### src/rtl/cv32e40p_x_disp_mo.sv
//------------------------------------------------------------------------------
// Module   : cv32e40p_x_disp_mo
// Brief    : Multi-outstanding X-interface dispatcher for the cv32e40p ID
//            stage. Tags offloaded instructions with an ID, keeps an
//            ID-indexed in-flight table of destination registers and a
//            per-register pending-write counter scoreboard.
// Options  : CV32E40P_X_DISP_WAW_STALL_EN - allow at most one pending write
//            per destination register (stall on WAW instead of counting).
// Revision : 1.0 - initial release
//------------------------------------------------------------------------------
`default_nettype none

module cv32e40p_x_disp_mo #(
  parameter int unsigned X_ID_WIDTH      = 4,
  parameter int unsigned X_NUM_RS        = 3,
  parameter int unsigned MAX_OUTSTANDING = 4,
  parameter int unsigned SB_CNT_WIDTH    = 2
) (
  input  logic                                   clk_i,
  input  logic                                   rst_ni,
  input  logic                                   x_illegal_insn_dec_i,
  input  logic                                   x_branch_or_jump_i,
  input  logic                                   id_ready_i,
  input  logic [X_NUM_RS*5-1:0]                  x_rs_addr_i,
  input  logic [X_NUM_RS-1:0]                    x_regs_used_i,
  input  logic [4:0]                             x_waddr_id_i,
  input  logic                                   x_writeback_i,
  input  logic [4:0]                             x_waddr_ex_i,
  input  logic [4:0]                             x_waddr_wb_i,
  input  logic                                   x_we_ex_i,
  input  logic                                   x_we_wb_i,
  output logic                                   x_valid_o,
  input  logic                                   x_ready_i,
  input  logic                                   x_accept_i,
  output logic [X_ID_WIDTH-1:0]                  x_id_o,
  output logic [X_NUM_RS-1:0]                    x_rs_valid_o,
  output logic                                   x_rd_clean_o,
  output logic                                   x_stall_o,
  output logic                                   x_illegal_insn_o,
  input  logic                                   x_rvalid_i,
  input  logic [X_ID_WIDTH-1:0]                  x_rid_i,
  output logic                                   x_rready_o,
  output logic [4:0]                             x_rwaddr_o,
  output logic                                   x_rwe_o,
  output logic                                   x_rerr_o,
  output logic [$clog2(MAX_OUTSTANDING+1)-1:0]   outstanding_o
);

  localparam int unsigned                 c_DEPTH    = 2**X_ID_WIDTH;
  localparam int unsigned                 c_OUT_W    = $clog2(MAX_OUTSTANDING+1);
  localparam logic [c_OUT_W-1:0]          c_MAX_OUT  = c_OUT_W'(MAX_OUTSTANDING);
  localparam logic [SB_CNT_WIDTH-1:0]     c_CNT_FULL = '1;

  // Architectural state
  logic [SB_CNT_WIDTH-1:0] r_sb_cnt [32];
  logic [c_DEPTH-1:0]      r_tab_valid;
  logic [4:0]              r_tab_rd [c_DEPTH];
  logic [X_ID_WIDTH-1:0]   r_id;
  logic [c_OUT_W-1:0]      r_outstanding;
  logic                    r_offloaded;

  // Dispatch-side decode
  logic                    w_track_rd;
  logic [SB_CNT_WIDTH-1:0] w_rd_cnt;
  logic                    w_waw;
  logic                    w_blk;
  logic                    w_cand;
  logic                    w_hs;
  logic                    w_acc;
  logic                    w_acc_track;
  logic                    w_ret_hit;
  logic [X_NUM_RS-1:0]     w_dep_vec;

  assign w_track_rd = x_writeback_i & (x_waddr_id_i != 5'd0);
  assign w_rd_cnt   = r_sb_cnt[x_waddr_id_i];

`ifdef CV32E40P_X_DISP_WAW_STALL_EN
  assign w_waw = (w_rd_cnt != '0);
`else
  assign w_waw = 1'b0;
`endif

  // A tracked offload needs a free outstanding slot, counter headroom and a
  // free table entry at the ID it would be tagged with.
  assign w_blk = w_track_rd & ((r_outstanding == c_MAX_OUT) | (w_rd_cnt == c_CNT_FULL) |
                               r_tab_valid[r_id] | w_waw);

  assign w_cand           = x_illegal_insn_dec_i & ~x_branch_or_jump_i & ~r_offloaded;
  assign x_valid_o        = w_cand & ~w_blk;
  assign x_id_o           = r_id;
  assign w_hs             = x_valid_o & x_ready_i;
  assign w_acc            = w_hs & x_accept_i;
  assign w_acc_track      = w_acc & w_track_rd;
  assign x_illegal_insn_o = w_hs & ~x_accept_i;

  // Result side: rd comes from the in-flight table, not from the coprocessor
  assign w_ret_hit  = r_tab_valid[x_rid_i];
  assign x_rready_o = 1'b1;
  assign x_rwaddr_o = r_tab_rd[x_rid_i];
  assign x_rwe_o    = x_rvalid_i & w_ret_hit;
  assign x_rerr_o   = x_rvalid_i & ~w_ret_hit;

  // Per-operand hazard checks; register 0 is never pending
  generate
    for (genvar gi = 0; gi < X_NUM_RS; gi++) begin : g_rs
      logic [4:0] w_addr;
      logic       w_busy;
      assign w_addr = x_rs_addr_i[gi*5 +: 5];
      assign w_busy = (r_sb_cnt[w_addr] != '0);
      assign x_rs_valid_o[gi] = (w_addr == 5'd0) |
                                (~w_busy & ~(x_we_ex_i & (x_waddr_ex_i == w_addr)) &
                                 ~(x_we_wb_i & (x_waddr_wb_i == w_addr)));
      assign w_dep_vec[gi] = x_regs_used_i[gi] & w_busy;
    end
  endgenerate

  assign x_rd_clean_o = (x_waddr_id_i == 5'd0) |
                        ((w_rd_cnt == '0) & ~(x_we_ex_i & (x_waddr_ex_i == x_waddr_id_i)) &
                         ~(x_we_wb_i & (x_waddr_wb_i == x_waddr_id_i)));

  assign x_stall_o     = (x_valid_o & ~x_ready_i) | (|w_dep_vec) | (w_cand & w_blk);
  assign outstanding_o = r_outstanding;

  // Pending-write counters: increment on tracked accept, decrement on retire
  always_ff @(posedge clk_i or negedge rst_ni) begin
    if (!rst_ni) begin
      for (int r = 0; r < 32; r++) r_sb_cnt[r] <= '0;
    end else begin
      for (int r = 1; r < 32; r++) begin
        case ({w_acc_track & (x_waddr_id_i == 5'(r)), x_rwe_o & (x_rwaddr_o == 5'(r))})
          2'b10:   r_sb_cnt[r] <= r_sb_cnt[r] + 1'b1;
          2'b01:   r_sb_cnt[r] <= r_sb_cnt[r] - 1'b1;
          default: r_sb_cnt[r] <= r_sb_cnt[r];
        endcase
      end
    end
  end

  // Table valid bits: retire clears, tracked accept sets (never the same index)
  always_ff @(posedge clk_i or negedge rst_ni) begin
    if (!rst_ni) begin
      r_tab_valid <= '0;
    end else begin
      if (x_rwe_o)     r_tab_valid[x_rid_i] <= 1'b0;
      if (w_acc_track) r_tab_valid[r_id]    <= 1'b1;
    end
  end

  // Table rd payload; only meaningful while the matching valid bit is set
  always_ff @(posedge clk_i) begin
    if (w_acc_track) r_tab_rd[r_id] <= x_waddr_id_i;
  end

  // Instruction ID, in-flight count and the offloaded-once flag
  always_ff @(posedge clk_i or negedge rst_ni) begin
    if (!rst_ni) begin
      r_id          <= '0;
      r_outstanding <= '0;
      r_offloaded   <= 1'b0;
    end else begin
      if (w_acc) r_id <= r_id + 1'b1;
      case ({w_acc_track, x_rwe_o})
        2'b10:   r_outstanding <= r_outstanding + 1'b1;
        2'b01:   r_outstanding <= r_outstanding - 1'b1;
        default: r_outstanding <= r_outstanding;
      endcase
      if (id_ready_i)  r_offloaded <= 1'b0;
      else if (w_hs)   r_offloaded <= 1'b1;
    end
  end

endmodule

`default_nettype wire
### config.mk
export PLATFORM = sky130hd
export DESIGN_NAME = cv32e40p_x_disp_mo
export DESIGN_NICKNAME = d
export VERILOG_FILES = /design/src/rtl/cv32e40p_x_disp_mo.sv
export SDC_FILE = /design/constraint.sdc
export NUM_CORES = 1
export LEC_CHECK = 0
export BUFFER_PORTS_ARGS = -buffer_cell sky130_fd_sc_hd__clkbuf_2
export CAP_MARGIN = 20
export CORE_MARGIN = 10
export CORE_UTILIZATION = 45
export DETAILED_ROUTE_END_ITERATION = 8
export HOLD_SLACK_MARGIN = 0.1
export PLACE_DENSITY = 0.71
export SLEW_MARGIN = 10
export SYNTH_ARGS = -nofsm -noshare
export SYNTH_HDL_FRONTEND = slang
export SYNTH_SLANG_ARGS = --single-unit
### constraint.sdc
create_clock -name clk_i -period 8.1 [get_ports clk_i]
set_input_delay 0.405 -clock clk_i [delete_from_list [all_inputs] [get_ports clk_i]]
set_output_delay 0.405 -clock clk_i [all_outputs]
set_load 0.01 [all_outputs]
; ---- After elaboration in Yosys (flattened, before gate mapping)
; Memory sizes are Yosys's and may differ from the RTL's.
; Index checks and enable logic that the tools add are counted.
[totals]
register_bits = 86
latch_bits = 0
ramBits = 80
mem_bits_ro = 0
out_inout_bits = 22
word_cells = 474
mem_count = 1
[memory_table]
columns = memory, words, width, rd, rd_clocked_by_memory_dff, wr, line_no
row1 = r_tab_rd, 16, 5, 1, 0, 1, 57  ; logic [4:0] r_tab_rd [c_DEPTH];
[classes]
addsub = 65
mul = 0
div_mod_pow = 0
n_lt_le_gt_ge = 8
n_eq_ne = 136
shift = 0
n_mux = 58
bitwise = 126
n_reduce_logical = 45
[op_table]
columns = operator, n
row1 = equality test 5 bit (second input constant), 32
row2 = case mux 2 bit (2 select lines), 31
row3 = AND 1 bit, 94
row4 = equality test 5 x 4 -> 1 bit (second input constant), 16
row5 = nonzero test 2 bit, 36
row6 = equality test 2 bit (second input constant), 33
row7 = equality test 2 x 1 -> 1 bit (second input constant), 32
row8 = adder 2 x 1 -> 2 bit (second input constant), 31
row9 = subtractor 2 x 1 -> 2 bit (second input constant), 31
row10 = binary-select mux 2 bit (select 5 bit), 4
row11 = equality test 5 x 3 -> 1 bit (second input constant), 8
row12 = equality test 5 bit, 8
row13 = 2-to-1 mux 16 bit, 2
row14 = greater-or-equal comparator 6 bit (second input constant), 4
row15 = NOT 5 -> 6 bit, 4
row16 = equality test 5 x 2 -> 1 bit (second input constant), 4
row17 = logical NOT 5 bit, 4
row18 = NOT 1 bit, 17
row19 = AND 16 bit, 1
row20 = 2-to-1 mux 2 bit, 8
row21 = NOT 16 bit, 1
row22 = bitwise OR 16 bit, 1
row23 = equality test 5 x 1 -> 1 bit (second input constant), 2
row24 = less-than comparator 4 x 5 -> 1 bit (second input constant), 2
row25 = 14 further kinds, 32

; ---- Logic depth before layout (Yosys ltp)
[logic_depth]
depth_word = 16
ltp_mapped = 17
depth_no_buf = 13

; ---- Worst setup path before layout
; No wires, ideal clock.
[synth_path]
kind = flip-flop to flip-flop
from = reg r_id[0] (netlist: x_id_o[0])
to = reg r_outstanding[2] (netlist: outstanding_o[2])
arrival_time_ns = 3.090
setup_slack_ns = 4.880
path_stages_with_launch = 15
path_buffers = 3
path_cell_list = dfrtp_1 buf_2 mux4_2 mux4_2 a31oi_4 a31o_1 buf_4 buf_4 nand2_1 ha_1 inv_1 fa_1 xor2_1 nor2_1 xor2_1
[synth_between]
elab_chain_len = 11
[synth_rtl]
columns = element, line_no
row1 = from (decl), 58  ; logic [X_ID_WIDTH-1:0] r_id;
row2 = from (signal assigned), 161  ; if (w_acc) r_id <= r_id + 1'b1;
row3 = binary-select mux 1 bit (select 4 bit) (*), 86  ; r_tab_valid[r_id] | w_waw);
row4 = 2-to-1 mux 1 bit (not written as such) (*), 86
row5 = bitwise OR 1 bit (*), 85  ; assign w_blk = w_track_rd & ((r_outstanding == c_MAX_OUT) | (w_rd_cnt == c_CNT_FULL) |
row6 = AND 1 bit (*), 85
row7 = NOT 1 bit (*), 89  ; assign x_valid_o = w_cand & ~w_blk;
row8 = AND 1 bit (*), 89
row9 = AND 1 bit (*), 91  ; assign w_hs = x_valid_o & x_ready_i;
row10 = AND 1 bit (*), 92  ; assign w_acc = w_hs & x_accept_i;
row11 = AND 1 bit (*), 93  ; assign w_acc_track = w_acc & w_track_rd;
row12 = equality test 2 x 1 -> 1 bit or equality test 2 bit (tied branches), 162  ; case ({w_acc_track, x_rwe_o})
row13 = case mux 3 bit (2 select lines) or nonzero test 2 bit (tied branches), --
row14 = to (signal assigned), 163  ; 2'b10: r_outstanding <= r_outstanding + 1'b1;
row15 = to (signal assigned), 164  ; 2'b01: r_outstanding <= r_outstanding - 1'b1;
row16 = to (signal assigned), 165  ; default: r_outstanding <= r_outstanding;
row17 = to (decl), 59  ; logic [c_OUT_W-1:0] r_outstanding;
; Mark *: on every way between the ends. The rest lies on a longest branch, timed or not. The select of a mux whose other input is x is not followed.
; A chain may end at the register's enable or synchronous reset.

; ---- Final worst setup path
[layout_path]
from = in x_waddr_id_i[0]
to = reg r_sb_cnt[3] (netlist bit)
[layout_between]
elab_chain_len = 16
[layout_rtl]
columns = element, line_no
row1 = from (decl), 26  ; input logic [4:0] x_waddr_id_i,
row2 = NOT 5 -> 6 bit (not written as such), 75  ; assign w_rd_cnt = r_sb_cnt[x_waddr_id_i];
row3 = binary-select mux 2 bit (select 5 bit), 75
row4 = 2-to-1 mux 2 bit (not written as such) (2 in series), 75
row5 = equality test 2 bit, 85
row6 = bitwise OR 1 bit (2 in series), 85
row7 = AND 1 bit, 85
row8 = NOT 1 bit, 89
row9 = AND 1 bit, 89
row10 = AND 1 bit, 91
row11 = AND 1 bit, 92
row12 = AND 1 bit, 93
row13 = AND 1 bit (*), 130  ; case ({w_acc_track & (x_waddr_id_i == 5'(r)), x_rwe_o & (x_rwaddr_o == 5'(r))})
row14 = equality test 2 x 1 -> 1 bit or equality test 2 bit (tied branches), 130
row15 = case mux 2 bit (2 select lines) or nonzero test 2 bit (tied branches), --
row16 = "to (signal, indexed assignment)", 131  ; 2'b10: r_sb_cnt[r] <= r_sb_cnt[r] + 1'b1;
row17 = "to (signal, indexed assignment)", 132  ; 2'b01: r_sb_cnt[r] <= r_sb_cnt[r] - 1'b1;
row18 = "to (signal, indexed assignment)", 133  ; default: r_sb_cnt[r] <= r_sb_cnt[r];
row19 = to (decl), 55  ; logic [SB_CNT_WIDTH-1:0] r_sb_cnt [32];
; Marked as above.

==> metrics.cfg <==
[drt]
vias_per_cell = 5.959
drt-wirelength-per-cell_um = 21.79
dr.first_iter.drc_count = 675
detailroute.via_count = 7139
route.antenna.remaining_nets = 0
postRouteWirelength_mm = 26.11
detail_route.drc_violations = 0
detail_route.first_pass.iterations = 6

[grt]
first_pass_grt_wire_length_mm = 40.93
grt.total_usage_pct = 18.25
first_global_vias = 7239
grt_start_max_net_pins = 58
grt_overflow = 0
antenna_violations_before_repair = 0

[cells_and_area]
register_area_um2 = 4554
fill_cells = 1938
multiInputGateArea_um2 = 5185
antenna_diode_instance_count = 0
postLayoutCellArea_um2 = 11190
final_non_filler_cell_total = 1198
fin_util_pct = 51.10
drive_above_1_share_pct = 18.85
nets_final = 990
layout-area-overhead-vs-synth_pct = 11.37

[sta]
finalSetupViolCount = 0
setup_repair_after_global_routing_missed_its_margin = false
worst-slew-pin-transition_ps = 781.1
maxSlewViolCount = 0
max_slew_margin_pct = 47.82
timing_hold_violations_final = 0
timing.final.ws_setup_ps = 4223
setup_tns_ps = 0
timing.hold.ws_ps = 141.3
min_period_ps = 3877
fmaxAchievable_mhz = 257.9
layout_worst_path_cycle_share_pct = 47.86
worst_case_clock_skew_ps = 7.149

[critical_path]
path_class = primary input to flip-flop
cp.required_ps = 8460
crit_path_start = x_waddr_id_i[0]
reg2reg_from = x_id_o[0]$_DFFE_PN0N_
crit_path_end_kind = flip-flop
crit_path_max_fanout = 55
crit_path_start_kind = primary input
arrival_ps = 4240

[power]
comb_power_share_pct = 24.3
power_density_nw_per_um2 = 224.4
switching_power_uw = 839.7
worst_ir_drop_vdd_uv = 188.8
switching_share_pct = 33.45
power.sequential.fraction_pct = 43.4
clockPowerShare_pct = 32.3
p_leak_nw = 4.410
fin_total_pwr_mw = 2.510
power.internal_mw = 1.670

[placement]
hpwlAfterDp_mm = 19.06
pre_cts_slack_ps = 3821
placedCellCount = 1164
number_of_port_buffers = 68
place_area_um2 = 10560
finalWeightedCongestion = 0.9190

[synth]
gate_count_after_technology_mapping = 858
synth-seq-cells = 166
synth-edff-count = 80
synth.avg_cell_area_um2 = 11.71
synth-seq-area-share_pct = 45.35
synth.cell_area_um2 = 10040
synth_fp_nets = 943
ys_warn_count = 2
synth_cell_types = 61
synth-async-reset-ratio_pct = 51.81
yosys_most_used_dff = sky130_fd_sc_hd__dfrtp_1

[cts]
cts.path.max_buffers = 2
cts_tree = yes
post_cts_hold_buffer_count = 1
cts_buf_count = 17
post_cts_repair_resize_count = 0
cts.htree.levels = 4
cts_sinks = 166
clock_transition_at_the_register_clock_pins_on_the_worst_setup_and_hold_paths_after_cts_ps = 70
post_cts.repair.setup_buffers = 0
insertion_delay_ps = 450
clockRootBuffer = sky130_fd_sc_hd__clkbuf_16

[die]
io-pin-count = 70
die_width_um = 169.4
floorplan.die_area_um2 = 28690
core_area_um2 = 21890
num_rows = 54
initial_utilization_pct = 45.88
die_height_um = 169.4

[status]
result_of_the_run = finished, final reports clean

[job]
maxCapViolCount = 0

[hold_path]
hold_start = id_ready_i
holdCritPathClass = primary input to flip-flop

## worst max-delay path, cell delays in order
cell and delay, ps:
sky130_fd_sc_hd__clkbuf_2 80, sky130_fd_sc_hd__buf_4 560, sky130_fd_sc_hd__mux4_1 630, sky130_fd_sc_hd__nor2b_1 120
sky130_fd_sc_hd__nor4_1 70, sky130_fd_sc_hd__nor4_1 290, sky130_fd_sc_hd__a21o_1 280, sky130_fd_sc_hd__a31o_1 680
sky130_fd_sc_hd__buf_16 230, sky130_fd_sc_hd__nand4_1 110, sky130_fd_sc_hd__ha_1 350, sky130_fd_sc_hd__nor2_1 160
sky130_fd_sc_hd__xor2_1 200
## metal layers
metal	GRT usage [%]	vias to the layer above	part of all wire [%]
li1	-	3205	-
met3	3.219	32	6.9
met4	5.704	0	1.7
met5	0	-	0
met2	30.74	324	50
met1	23.43	3578	42
## worst paths after layout
kind / cells past startpoint / slack [ps] / endpoint
max: 13 / 4220 / r_sb_cnt[3]$_DFFE_PN0P_
min: 2 / 140 / r_offloaded$_DFFE_PN0P_
max reg2reg: 9 / 4310 / r_sb_cnt[3]$_DFFE_PN0P_
min reg2reg: 2 / 490 / r_offloaded$_DFFE_PN0P_
max in group asynchronous: 3 / 6590 / r_sb_cnt[59]$_DFFE_PN0P_
min in group asynchronous: 2 / 430 / x_id_o[1]$_DFFE_PN0N_
## cell usage after synthesis, drive strengths merged (5+ instances only)
cell,instances,area [um^2]
nor2,121,454.2
dfrtp,86,2152
edfxtp,80,2402
xnor2,74,648.1
xor2,65,569.3
mux4,60,1355
nand2,47,176.4
o21ai,39,195.2
ha,36,450.4
nand3,29,145.1
mux2i,28,280.3
buf,26,157.6
clkbuf,22,86.33
inv,16,60.06
nand4,14,87.58
nor4,12,75.07
and3,10,62.56
nor2b,9,56.30
a22oi,8,60.06
nand2b,8,50.05
a21oi,7,35.03
and2,7,43.80
nor3,7,35.03
a31oi,5,52.55
nor3b,5,37.54
## power groups by stage
stage | Clock (mW) | Combinational [mW] | Sequential (mW)
after floorplan | 0 | 0.436 | 1.07
after global placement | 0 | 0.588 | 1.10
after detailed placement | 0 | 0.603 | 1.10
after CTS | 0.820 | 0.609 | 1.09
after global routing | 0.850 | 0.662 | 1.10
final | 0.812 | 0.610 | 1.09
## state kept, by name, summed over array words and instances (netlist names)
register,count
r_tab_rd,80
r_sb_cnt,62
r_tab_valid,16
x_id_o,4
outstanding_o,3
r_offloaded,1
## placed cells by master, fill, tap and decap left out, types with 2 or more instances in the layout
cell type	instances
sky130_fd_sc_hd__nor2b_1	9
sky130_fd_sc_hd__ha_1	36
sky130_fd_sc_hd__nand2b_1	8
sky130_fd_sc_hd__xor2_1	65
sky130_fd_sc_hd__inv_8	6
sky130_fd_sc_hd__nand2_1	47
sky130_fd_sc_hd__or4_1	2
sky130_fd_sc_hd__or2_2	3
sky130_fd_sc_hd__clkinv_8	4
sky130_fd_sc_hd__inv_1	16
sky130_fd_sc_hd__nor2_1	121
sky130_fd_sc_hd__nor3b_1	5
sky130_fd_sc_hd__and4_1	2
sky130_fd_sc_hd__a211o_1	2
sky130_fd_sc_hd__a21oi_1	7
sky130_fd_sc_hd__mux4_2	59
sky130_fd_sc_hd__a22oi_1	8
sky130_fd_sc_hd__nand4_1	14
sky130_fd_sc_hd__nand3_1	29
sky130_fd_sc_hd__nor3_1	7
sky130_fd_sc_hd__and2_1	6
sky130_fd_sc_hd__o22ai_1	3
sky130_fd_sc_hd__and3_1	10
sky130_fd_sc_hd__inv_6	3
sky130_fd_sc_hd__a31oi_1	3
sky130_fd_sc_hd__clkbuf_2	67
sky130_fd_sc_hd__clkbuf_16	17
sky130_fd_sc_hd__a221oi_1	3
sky130_fd_sc_hd__xnor2_1	74
sky130_fd_sc_hd__nor4_1	12
sky130_fd_sc_hd__mux2i_1	28
sky130_fd_sc_hd__a22o_1	3
sky130_fd_sc_hd__dfrtp_1	86
sky130_fd_sc_hd__edfxtp_1	80
sky130_fd_sc_hd__buf_4	6
sky130_fd_sc_hd__o21ai_0	38
## layout make-up
| class | instances | share of cell area, % |
|---|---|---|
| clock inverter | 15 | 1.544 |
| inverter | 16 | 0.5369 |
| tap | 280 | 3.132 |
| timing repair buffer | 76 | 3.915 |
| multi-input combinational | 628 | 46.35 |
| clock buffer | 17 | 3.803 |
| sequential | 166 | 40.72 |
## logic make-up after synthesis
| kind of cell | Yosys count | synth area share, % |
|---|---|---|
| other | 1 | 0.03734 |
| xor gates and xnor gates | 139 | 12.12 |
| DFF | 166 | 45.35 |
| AOI/OAI and AO/OA | 82 | 5.295 |
| adders and majority gates | 37 | 4.684 |
| and+or+nand+nor | 278 | 12.83 |
| buffers and inverters | 64 | 3.027 |
| muxes | 91 | 16.66 |
Power figures use the tool's default switching activity.
